### config.mk
export PLATFORM = sky130hd
export DESIGN_NAME = div_unit
export DESIGN_NICKNAME = d
export VERILOG_FILES = /design/src/rtl/div_unit_pkg.sv /design/src/rtl/div_step.sv /design/src/rtl/div_unit.sv
export SDC_FILE = /design/constraint.sdc
export NUM_CORES = 1
export LEC_CHECK = 0
export ABC_AREA = 1
export BUFFER_PORTS_ARGS = -buffer_cell sky130_fd_sc_hd__buf_4
export CAP_MARGIN = 30
export CORE_ASPECT_RATIO = 0.7
export CORE_MARGIN = 2
export CORE_UTILIZATION = 40
export CTS_BUF_LIST = sky130_fd_sc_hd__clkbuf_4
export DETAILED_ROUTE_END_ITERATION = 12
export GPL_TIMING_DRIVEN = 0
export PLACE_DENSITY = 0.64
export SLEW_MARGIN = 10
export SYNTH_ARGS = -nofsm -noshare
export SYNTH_HDL_FRONTEND = slang
export SYNTH_SLANG_ARGS = --single-unit
### constraint.sdc
create_clock -name clk -period 5.59 [get_ports clk]
set_input_delay 0.2795 -clock clk [delete_from_list [all_inputs] [get_ports clk]]
set_output_delay 0.2795 -clock clk [all_outputs]
set_load 0.005 [all_outputs]
### src/rtl/div_unit_pkg.sv
// Shared constants for the iterative divider: default data-bus width,
// FSM state encoding and step-counter width.
package div_unit_pkg;

  localparam int DATA_BUS_W = 32;
  localparam int DIV_MAX_W  = 64;
  localparam int STEP_CNT_W = $clog2(DIV_MAX_W);

  typedef enum logic [1:0] {
    ST_IDLE = 2'd0,
    ST_BUSY = 2'd1,
    ST_DONE = 2'd2
  } div_state_e;

  // Index of the final restoring step for a given operand width.
  function automatic logic [STEP_CNT_W-1:0] last_step(input int width);
    return STEP_CNT_W'(width - 1);
  endfunction

endpackage

### src/rtl/div_step.sv
// One radix-2 restoring divide step: shift in the next dividend bit, trial
// subtract the divisor on a one-bit-wider datapath, keep or restore.
module div_step
  import div_unit_pkg::*;
#(
  parameter int DATA_WIDTH = DATA_BUS_W
) (
  input  logic [DATA_WIDTH-1:0] rem_in,
  input  logic [DATA_WIDTH-1:0] quo_in,
  input  logic [DATA_WIDTH-1:0] divisor,
  output logic [DATA_WIDTH-1:0] rem_out,
  output logic [DATA_WIDTH-1:0] quo_out
);

  logic [DATA_WIDTH:0] shifted_s;
  logic [DATA_WIDTH:0] diff_s;

  // Trial subtract; a set top bit of the difference means the divisor did not fit.
  always_comb begin
    shifted_s = {rem_in, quo_in[DATA_WIDTH-1]};
    diff_s    = shifted_s - {1'b0, divisor};
    if (diff_s[DATA_WIDTH]) begin
      rem_out = shifted_s[DATA_WIDTH-1:0];
      quo_out = {quo_in[DATA_WIDTH-2:0], 1'b0};
    end else begin
      rem_out = diff_s[DATA_WIDTH-1:0];
      quo_out = {quo_in[DATA_WIDTH-2:0], 1'b1};
    end
  end

endmodule

### src/rtl/div_unit.sv
// Multi-cycle restoring divider with IDLE/BUSY/DONE control and pipeline stall.
// Define DIV_SIGNED_EN to add the is_signed port and signed division.
module div_unit
  import div_unit_pkg::*;
#(
  parameter int DATA_WIDTH = DATA_BUS_W
) (
  input  logic                  clk,
  input  logic                  rst,
  input  logic                  start,
`ifdef DIV_SIGNED_EN
  input  logic                  is_signed,
`endif
  input  logic [DATA_WIDTH-1:0] operand_1,
  input  logic [DATA_WIDTH-1:0] operand_2,
  input  logic                  flush,
  output logic                  stall_req,
  output logic                  done,
  output logic [DATA_WIDTH-1:0] quotient,
  output logic [DATA_WIDTH-1:0] remainder,
  output logic                  div_zero
);

  localparam logic [STEP_CNT_W-1:0] LAST_STEP = last_step(DATA_WIDTH);

  div_state_e              state_r;
  logic [STEP_CNT_W-1:0]   step_cnt_r;
  logic [DATA_WIDTH-1:0]   rem_r;
  logic [DATA_WIDTH-1:0]   quo_r;
  logic [DATA_WIDTH-1:0]   divisor_r;
  logic [DATA_WIDTH-1:0]   step_rem_s;
  logic [DATA_WIDTH-1:0]   step_quo_s;
  logic [DATA_WIDTH-1:0]   mag_1_s;
  logic [DATA_WIDTH-1:0]   mag_2_s;
  logic [DATA_WIDTH-1:0]   quo_fix_s;
  logic [DATA_WIDTH-1:0]   rem_fix_s;
  logic                    accept_s;

  assign accept_s  = start & (state_r != ST_BUSY) & ~flush;
  assign stall_req = (state_r == ST_BUSY) | accept_s;

  div_step #(.DATA_WIDTH(DATA_WIDTH)) u_step (
    .rem_in  (rem_r),
    .quo_in  (quo_r),
    .divisor (divisor_r),
    .rem_out (step_rem_s),
    .quo_out (step_quo_s)
  );

`ifdef DIV_SIGNED_EN
  logic neg_quo_r;
  logic neg_rem_r;

  // Divide magnitudes; the most negative value maps onto itself, read as unsigned.
  always_comb begin
    if (is_signed && operand_1[DATA_WIDTH-1]) begin
      mag_1_s = '0 - operand_1;
    end else begin
      mag_1_s = operand_1;
    end
    if (is_signed && operand_2[DATA_WIDTH-1]) begin
      mag_2_s = '0 - operand_2;
    end else begin
      mag_2_s = operand_2;
    end
    if (neg_quo_r) begin
      quo_fix_s = '0 - step_quo_s;
    end else begin
      quo_fix_s = step_quo_s;
    end
    if (neg_rem_r) begin
      rem_fix_s = '0 - step_rem_s;
    end else begin
      rem_fix_s = step_rem_s;
    end
  end

  // Result signs captured with the operands on an accepted start.
  always_ff @(posedge clk) begin
    if (rst) begin
      neg_quo_r <= 1'b0;
      neg_rem_r <= 1'b0;
    end else if (accept_s) begin
      neg_quo_r <= is_signed & (operand_1[DATA_WIDTH-1] ^ operand_2[DATA_WIDTH-1]);
      neg_rem_r <= is_signed & operand_1[DATA_WIDTH-1];
    end else begin
      neg_quo_r <= neg_quo_r;
      neg_rem_r <= neg_rem_r;
    end
  end
`else
  assign mag_1_s   = operand_1;
  assign mag_2_s   = operand_2;
  assign quo_fix_s = step_quo_s;
  assign rem_fix_s = step_rem_s;
`endif

  // Control FSM, iteration datapath and registered results.
  always_ff @(posedge clk) begin
    if (rst) begin
      state_r    <= ST_IDLE;
      step_cnt_r <= '0;
      rem_r      <= '0;
      quo_r      <= '0;
      divisor_r  <= '0;
      done       <= 1'b0;
      quotient   <= '0;
      remainder  <= '0;
      div_zero   <= 1'b0;
    end else if (flush) begin
      state_r    <= ST_IDLE;
      step_cnt_r <= '0;
      done       <= 1'b0;
    end else begin
      case (state_r)
        ST_IDLE, ST_DONE: begin
          if (start) begin
            rem_r      <= '0;
            quo_r      <= mag_1_s;
            divisor_r  <= mag_2_s;
            step_cnt_r <= '0;
            if (operand_2 == '0) begin
              state_r   <= ST_DONE;
              done      <= 1'b1;
              quotient  <= '1;
              remainder <= operand_1;
              div_zero  <= 1'b1;
            end else begin
              state_r <= ST_BUSY;
              done    <= 1'b0;
            end
          end else begin
            state_r <= ST_IDLE;
            done    <= 1'b0;
          end
        end
        ST_BUSY: begin
          rem_r <= step_rem_s;
          quo_r <= step_quo_s;
          if (step_cnt_r == LAST_STEP) begin
            state_r    <= ST_DONE;
            step_cnt_r <= '0;
            done       <= 1'b1;
            quotient   <= quo_fix_s;
            remainder  <= rem_fix_s;
            div_zero   <= 1'b0;
          end else begin
            step_cnt_r <= step_cnt_r + STEP_CNT_W'(1);
            done       <= 1'b0;
          end
        end
        default: begin
          state_r    <= ST_IDLE;
          step_cnt_r <= '0;
          done       <= 1'b0;
        end
      endcase
    end
  end

endmodule

==> metrics.txt, run 1 <==
outcome=completed; post-synthesis cell area=between 10000 and 15000 sq um; Avg Cell Area, Syn=6.22 sq um; slowest CP cell=clkbuf_1; post-synthesis async set-or-reset flop share=0%; number of top-level pins=around 140; worst-path maximum fanout=10; DRC=0; TritonCTS buffer count=17; initial antenna violation count=1; Hold Fails Final Rpt=0; H-Tree Depth=4; gpl congestion=approximately 0.91; fin area=~13000 sq um; die area=27100 sq um; synthesized net count=~1.8k; hold slack=approximately 0.078 ns; Hold WC Path Type=input port to flip-flop; CTS sink count=between 150 and 200; Core Area=approximately 26000 sq um; latest clock arrival within the worst-skew pair=roughly 0.6 ns; #FFs+latches synth=170; Setup CP Type=flip-flop to output port; post-CTS setup buffer count=0; commonest non-fill, non-tap cell in the layout=nand2_1; startpoint types=flip-flop; DP HPWL=27.5 mm; largest stage delay on the critical path=0.48 ns; final antenna-violating net count=0; final wirelength=34.3 mm; Die W=196 microns; DP Area=11700 sq um; Yosys Warn Count=0; unrepaired setup endpoints after global routing=no; number of distinct library cells after synthesis=41; pwr/cell area=~250 nW/um^2; total power=0.00320 W; first-pass GRT wire length=54.1 mm; starting DRC count in detailed routing=978; crit path DAT=between 2 and 3 ns; Initial DRT Pass Iterations=5; CTS tree=done; clock slew at reported path FFs=approximately 0.14 ns; max cap viols=0; EDFF count, synth=0; Final Setup Violations=0; Synth Flop Type=dfxtp_1; Starting Density=40.4%; WL/cell=between 15 and 20 microns; vias in the first global route=~10k; Layout area overhead=23.2%; leakage=6.45 nW; die height=around 140 microns; Setup TNS=0 ns; Final Cycle Share=49.7%; worst-case clock skew=~0.028 ns; Final nets=approximately 2k; CP cell instances=inv_2 > nor2_4 > inv_2 > clkbuf_1 > clkbuf_1 > nand2_1 > buf_4; PortBufs=~130; root buf cell=clkbuf_4; Syn Inst Count=~1.7k; CP Data Required Time=roughly 5.3 ns; most frequent cells in the layout=nand2_1 (405), inv_1 (313), nor2_1 (199); register area share after synthesis=33.0%; Pins Over Slew Limit=0; largest net degree at the start of global routing=17; # rows=49; share of cells above drive strength 1=approximately an eighth; via count=between 10k and 15k; Post-Route Utilization=around half; Tightest Pin Transition=around 0.67 ns; Slew headroom=between 50% and 60%; Crit. End Element=output port; Total GRT Usage=about a quarter; Vias/cell=4.94; CTS Buffer Depth=2; Max IR drop VDD=0.000142 V; GRT overflow=0; Final min period=around 2.8 ns; Fmax=approximately 360 MHz
## synthesized netlist by cell type (2+ instances only)
cell,number,area share (%)
a211oi_1,2,0.15
a21o_1,2,0.15
a21oi_1,94,4.6
a31oi_1,32,1.9
and2_1,6,0.36
buf_1,3,0.11
buf_2,15,0.73
buf_4,5,0.36
buf_6,3,0.33
buf_8,2,0.29
clkbuf_1,41,1.5
dfxtp_1,170,33
ha_1,33,4.0
inv_1,313,11
inv_2,7,0.26
nand2_1,405,15
nand2_2,6,0.36
nand2_4,2,0.22
nand3_1,130,6.3
nand3_2,30,2.9
nand4_1,7,0.43
nor2_1,199,7.3
nor2_2,7,0.43
nor2_4,2,0.22
nor3_1,9,0.44
nor4_1,6,0.36
o21ai_0,94,4.6
o21ai_1,4,0.19
xor2_1,14,1.2
## final timing paths
check | startpoint | to | slack [ns] | cells past startpoint
setup / recovery | state_r[0] | stall_req | 2.81 | 7
hold / removal | operand_1[7] | quo_r[7] | 0.08 | 3
setup reg to reg | quo_r[31] | remainder[12] | 2.82 | 19
hold reg to reg | divisor_r[22] | divisor_r[22] | 0.47 | 2
## metal layers
metal | wire (microns) | global-route usage [%] | share of wire, % | vias up
met1 | 17700 | 39.4 | 52 | 4989
met2 | 14000 | 37.7 | 41 | 362
met4 | 450 | 5.14 | 1.3 | 0
li1 | - | - | - | 5566
met3 | 2230 | 4.03 | 6.5 | 29
met5 | 0 | 0 | 0 | -
## report_power, final
| group | total [W] | switching, W | internal (W) |
|---|---|---|---|
| sequential | 0.00132 | 0.0000470 | 0.00128 |
| clock | 0.000837 | 0.000468 | 0.000369 |
| combinational | 0.00104 | 0.000675 | 0.000365 |
| total | 0.00320 | 0.00119 | 0.00201 |
## metrics by stage
stage / setup WS (ns) / cells
global route: 2.56 / 2217
floorplan: 3.40 / 1655
finish: 2.81 / 2217
CTS: 2.78 / 2215
detailed placement: 2.92 / 2119
global placement: 2.93 / 2119
## worst max-delay path: cells and delay by family, from the launching register on
family / cells / cell delay, ns
simple gates: 2 / 0.22
buf+inv: 5 / 1.32
flops: 1 / 0.38
## final cells by class
cell class,instances,area [sq um]
Timing Repair Buffer,198,1650
Fill cell,2761,12800
Clock inverter,11,170
Tap cell,331,414
Sequential cell,170,3400
Multi-Input combinational cell,1095,5350
Inverter,321,1200
Clock buffer,20,150
Buffer,69,342
Antenna cell,2,5.00
## logic make-up (layout without fill, tap and decap cells)
group | count (synthesis) | in the layout | synth area share (%)
other cells | 0 | 2 | 0
buf+inv | 390 | 619 | 15.0
xor+xnor | 15 | 15 | 1.28
compound gates | 231 | 231 | 11.8
flops | 170 | 170 | 33.0
fa+ha+maj | 34 | 34 | 4.20
simple gates | 815 | 815 | 34.6
## sequential cells by signal, indices dropped and copies added (netlist names), 2 cells and up
name and cells:
divisor_r 32, step_cnt_r 6, state_r 2, remainder 32, quo_r 32, quotient 32
rem_r 32
## what timing repair did
item                      in CTS  in global routing
hold buffers                  65                  0
hold endpoints to repair      68                  0
resized for setup              0                  0
Power figures use the tool's default switching activity.
==> run 2: changes to the inputs <==
==> constraint.sdc (replaced) <==
create_clock -name clk -period 2.7 [get_ports clk]
set_input_delay 0.135 -clock clk [delete_from_list [all_inputs] [get_ports clk]]
set_output_delay 0.135 -clock clk [all_outputs]
set_load 0.005 [all_outputs]
==> metrics.txt, run 2 (synthesis results as in run 1) <==
outcome=completed; leakage=6.53 nW (+1.2%); commonest non-fill, non-tap cell in the layout=nand2_1; most frequent cells in the layout=nand2_1 (403), inv_1 (312), nor2_1 (199); crit path DAT=3.11 ns (+0.61 ns); Layout area overhead=25.1%; CP cell instances=inv_1 > ha_2 > fa_2 > inv_2 > nand2_1 > nand2_1 > nand3_2 > nand2_2 > nand2_1 > nand2_2 > nand2_2 > nand2_2 > nand2_2 > nand2_4 > buf_4 > clkbuf_16 > nand3_1 > nand3_1 > nand2_1 > inv_1; largest net degree at the start of global routing=17 (unchanged); worst-path maximum fanout=5 (-5); clock slew at reported path FFs=0.14 ns (about the same); cell repeated most along the worst path=nand2_2; Final Cycle Share=between 90% and 100%; Fmax=390 MHz; via count=11.0k (+0.45%); first-pass GRT wire length=54.1 mm (about the same); # rows=49 (unchanged); Starting Density=40.4% (unchanged); fin cells=2228 (+0.50%); slowest CP cell=fa_2; Placed Cells=2119 (unchanged); Initial DRT Pass Iterations=8 (+3); CTS Buffer Depth=2 (unchanged); Fill cells=2745 (-0.58%); buffer and inverter count on the worst path=5 (unchanged); initial antenna violation count=1 (unchanged); CP Data Required Time=3.25 ns (-2.06 ns); CTS sink count=170 (unchanged); Final nets=1985 (+0.56%); worst-case clock skew=0.0292 ns (+0.00116 ns); share of cells above drive strength 1=14.3% (+1.2 points); root buf cell=clkbuf_4; Hold WC Path Type=input port to flip-flop; Final min period=around 2.6 ns; Hold Fails Final Rpt=0 (unchanged); max cap viols=0 (unchanged); Max IR drop VDD=0.000297 V (+110%); Crit. End Element=flip-flop; GRT overflow=0 (unchanged); gpl congestion=0.910 (unchanged); starting DRC count in detailed routing=1010 (+3.3%); number of top-level pins=135 (unchanged); Slew headroom=55.8% (+0.84 points); vias in the first global route=9999 (unchanged); pwr/cell area=525 nW/um^2 (+110%); startpoint types=flip-flop; H-Tree Depth=4 (unchanged); TritonCTS buffer count=17 (unchanged); Pins Over Slew Limit=0 (unchanged); Final Setup Violations=0 (unchanged); final wirelength=34.7 mm (+1.0%); DP HPWL=27.5 mm (unchanged); final antenna-violating net count=0 (unchanged); Tightest Pin Transition=0.662 ns (-0.0126 ns); die area=27100 sq um (unchanged); CP delay by family, top=simple AND/OR/NAND/NOR gates; Die W=196 microns (unchanged); WL/cell=15.6 microns (+0.52%); Vias/cell=4.93 (about the same); PortBufs=133 (unchanged); largest stage delay on the critical path=0.42 ns (-0.06 ns); Total GRT Usage=25.6% (about the same); Core Area=25500 sq um (unchanged); latest clock arrival within the worst-skew pair=0.60 ns (about the same); Post-Route Utilization=50.5% (+0.79 points); DRC=0 (unchanged); Setup CP Type=flip-flop to flip-flop; die height=138 microns (unchanged); CTS tree=done
==> run 2: per-stage QoR <==
step	power, W	setup slack, ns	TNS, ns	hold slack [ns]	instance area [sq um]
finish	0.00677	0.139	0	0.217	12900
global route	0.00718	-0.00738	-0.0108	0.177	12900
CTS	0.00662	0.00622	0	0.139	12700
detailed placement	0.00483	0.0255	0	0.434	11700
global placement	0.00481	0.0391	0	0.428	11700
floorplan	0.00419	0.506	0	0.278	10300
==> run 2: path summary, 6_finish.rpt <==
check / start / end / slack, ns / cells past startpoint
setup / recovery: quo_r[31] / remainder[27] / 0.14 / 20
hold / removal: rst / step_cnt_r[3] / 0.22 / 3
setup reg to reg: quo_r[31] / remainder[27] / 0.14 / 20
hold reg to reg: divisor_r[22] / divisor_r[22] / 0.47 / 2
==> run 2: where the power goes <==
part | switching, W | internal [W]
clock | 0.000962 | 0.000764
combinational | 0.00145 | 0.000852
sequential | 0.0000988 | 0.00264
==> run 2: area by class of cell <==
cell class	count	area, sq um	area share [%]
flip-flops and latches	170	3400	26.4
clock inverters	11	170	1.32
clock buffers	20	150	1.16
multi-input cells	1095	5420	42.0
diodes	2	5.00	0.0388
repair buffers	209	1750	13.6
inverters	321	1200	9.35
plain buffers	69	369	2.86
well taps	331	414	3.21
==> run 2: metal layers <==
metal | share of wire (%) | global-route usage (%) | up-vias
met2 | 41 | 37.7 | 396
met1 | 51 | 39.4 | 4975
met3 | 7.1 | 4.03 | 35
met4 | 1.4 | 5.14 | 0
li1 | - | - | 5589
met5 | 0 | 0 | -
==> run 2: worst reg2reg max path, cell delays in order (launching register included) <==
cell	delay (ns)
dfxtp_2	0.37
inv_1	0.06
ha_2	0.20
fa_2	0.42
inv_2	0.07
nand2_1	0.05
nand2_1	0.08
nand3_2	0.07
nand2_2	0.10
nand2_1	0.07
nand2_2	0.08
nand2_2	0.09
nand2_2	0.10
nand2_2	0.07
nand2_4	0.10
buf_4	0.13
clkbuf_16	0.14
nand3_1	0.09
nand3_1	0.11
nand2_1	0.06
inv_1	0.05
==> run 2: repair_timing <==
action / CTS / global route
endpoints found under the setup margin: 9 / 67
gates cloned: 0 / 1
gates resized for setup: 1 / 24
hold buffers: 67 / 0
pin swaps: 0 / 5
hold endpoints to repair: 96 / 0
setup buffers: 0 / 8
==> run 3: changes to the inputs <==
--- a/config.mk
+++ b/config.mk
@@ -14,7 +14,7 @@
 export CTS_BUF_LIST = sky130_fd_sc_hd__clkbuf_4
 export DETAILED_ROUTE_END_ITERATION = 12
 export GPL_TIMING_DRIVEN = 0
-export PLACE_DENSITY = 0.64
+export PLACE_DENSITY = 0.66
 export SLEW_MARGIN = 10
 export SYNTH_ARGS = -nofsm -noshare
 export SYNTH_HDL_FRONTEND = slang
==> constraint.sdc (replaced) <==
create_clock -name clk -period 2.2 [get_ports clk]
set_input_delay 0.11 -clock clk [delete_from_list [all_inputs] [get_ports clk]]
set_output_delay 0.11 -clock clk [all_outputs]
set_load 0.005 [all_outputs]
==> metrics.txt, run 3 (synthesis results as in run 1) <==
outcome=finished with violations; failing checks=negative setup slack; unrepaired setup endpoints after global routing=yes; total power=0.00882 W (+30%); Fill cells=2423 (-12%); largest net degree at the start of global routing=17 (unchanged); latest clock arrival within the worst-skew pair=0.64 ns (+0.04 ns); Comb pwr share=40.1% (+6.1 points); final wirelength=37.0 mm (+6.5%); Net Switching=0.00354 W (+41%); commonest non-fill, non-tap cell in the layout=nand2_1; pwr/cell area=620 nW/um^2 (+18%); internal power=0.00528 W (+24%); CP Data Required Time=2.78 ns (-0.47 ns); Final min period=2.40 ns (-0.157 ns); Setup CP Type=flip-flop to flip-flop; Clock power frac=21.6% (-3.9 points); first-pass GRT wire length=55.6 mm (+2.7%); GRT overflow=0 (unchanged); Layout area overhead=38.2%; setup ws final=-0.204 ns (-0.343 ns); Vias/cell=5.07 (+2.7%); Final nets=1994 (+0.45%); fin area=14200 sq um (+10%); root buf cell=clkbuf_4; Critical Path Source=quo_r[31]; Seq pwr share=38.4% (-2.1 points); initial antenna violation count=0 (-1); Max IR drop VDD=0.000420 V (+42%); share of cells above drive strength 1=24.1% (+9.8 points); # rows=49 (unchanged); cell repeated most along the worst path=nand2_2; r2r setup slk=-0.20 ns (-0.34 ns); Hold Fails Final Rpt=0 (unchanged); Sw Share=40.2% (+3.0 points); PortBufs=133 (unchanged); gpl congestion=0.913 (+0.30%); via count=11.3k (+3.1%); H-Tree Depth=4 (unchanged); WL/cell=16.5 microns (+6.1%); clock slew at reported path FFs=0.14 ns (about the same); CP cell instances=inv_2 > ha_4 > fa_2 > inv_2 > nand2_2 > nand2_2 > nand3_2 > nand2_2 > nand2_1 > nand2_2 > nand2_4 > nand2_4 > nand2_4 > nand2_8 > clkbuf_16 > nand3_2 > nand3_2 > nand2_1 > inv_1; hold path start=rst; Die W=196 microns (unchanged); Total GRT Usage=26.3% (+0.68 points); die height=138 microns (unchanged); DP HPWL=27.9 mm (+1.6%); final antenna-violating net count=0 (unchanged); worst-case clock skew=0.0324 ns (+0.00315 ns); CTS sink count=170 (unchanged); vias in the first global route=10.1k (+0.69%); worst-path maximum fanout=8 (+3); crit path DAT=2.99 ns (-0.12 ns); Reg-to-Reg Start=quo_r[31]; number of top-level pins=135 (unchanged); CTS tree=done; largest stage delay on the critical path=0.38 ns (-0.04 ns); max cap viols=0 (unchanged); Core Area=25500 sq um (unchanged); most frequent cells in the layout=nand2_1 (385), inv_1 (308), nor2_1 (190); die area=27100 sq um (unchanged); DRC=0 (unchanged); Slew headroom=50.6% (-5.2 points); Initial DRT Pass Iterations=6 (-2); Hold WC Path Type=input port to flip-flop; Final Cycle Share=109% (+14 points); Starting Density=40.4% (unchanged); startpoint types=flip-flop; slowest CP cell=dfxtp_2; Crit. End Element=flip-flop; Final Setup Violations=66 (+66); Fmax=416 MHz (+6.5%); leakage=6.75 nW (+3.4%); TritonCTS buffer count=17 (unchanged); DP Area=11700 sq um (unchanged); Tightest Pin Transition=0.740 ns (+0.0780 ns); Pins Over Slew Limit=0 (unchanged); starting DRC count in detailed routing=1125 (+11%); CTS Buffer Depth=2 (unchanged); Diodes inserted=0 (-2)
[run 3: what timing repair did]
item / 4_1_cts / 5_1_grt
cloned: 3 / 3
gates resized for setup: 84 / 213
hold endpoints to repair: 105 / 0
setup buffers: 8 / 6
pin swaps: 21 / 47
hold buffers: 67 / 0
endpoints found under the setup margin: 68 / 101
[run 3: critical path, delay by kind of cell, from the launching register on]
family                   cells  cell delay [ns]
AND/OR/NAND/NOR             13             1.12
adder cells (fa/ha/maj)      2             0.51
flip-flops                   1             0.38
buffers and inverters        4             0.35
[run 3: path summary, 6_finish.rpt]
kind	to	cells past startpoint
setup / recovery	remainder[13]	19
hold / removal	step_cnt_r[3]	3
setup reg to reg	remainder[13]	19
hold reg to reg	step_cnt_r[0]	1
[run 3: area by class of cell]
| cell class | count | area, sq um | area share, % |
|---|---|---|---|
| clock inverter | 13 | 128 | 0.897 |
| clock buffer | 19 | 143 | 1.00 |
| buffer | 69 | 407 | 2.86 |
| multi-input combinational | 1095 | 6600 | 46.4 |
| sequential | 170 | 3430 | 24.1 |
| tap | 331 | 414 | 2.91 |
| inverter | 321 | 1210 | 8.50 |
| timing repair buffer | 218 | 1900 | 13.3 |
[run 3: stage by stage]
stage / TNS (ns) / worst slack, ns / hold WS (ns) / cells / util (%)
2_1_floorplan: 0 / 0.00550 / 0.253 / 1655 / -
3_3_place_gp: -26.31 / -0.431 / 0.402 / 2119 / 45.9
3_5_place_dp: -27.36 / -0.439 / 0.410 / 2119 / 45.9
4_1_cts: -9.54 / -0.202 / 0.108 / 2229 / 51.8
5_1_grt: -14.35 / -0.267 / 0.189 / 2236 / 55.8
6_report: -9.32 / -0.204 / 0.151 / 2236 / 55.8
[run 3: metal layers]
| metal | vias up | GRT usage, % | routed length, microns |
|---|---|---|---|
| li1 | 5625 | - | - |
| met1 | 5220 | 40.4 | 18000 |
| met2 | 439 | 37.3 | 15200 |
| met3 | 52 | 4.83 | 3020 |
| met4 | 0 | 7.26 | 680 |
| met5 | - | 0 | 0 |
[run 3: power by group through the flow]
stage | registers, W | clock network, W | logic [W]
floorplan | 0.00339 | 0 | 0.00175
global placement | 0.00342 | 0 | 0.00251
detailed placement | 0.00342 | 0 | 0.00253
CTS | 0.00336 | 0.00191 | 0.00303
global route | 0.00340 | 0.00202 | 0.00384
finish | 0.00339 | 0.00190 | 0.00353
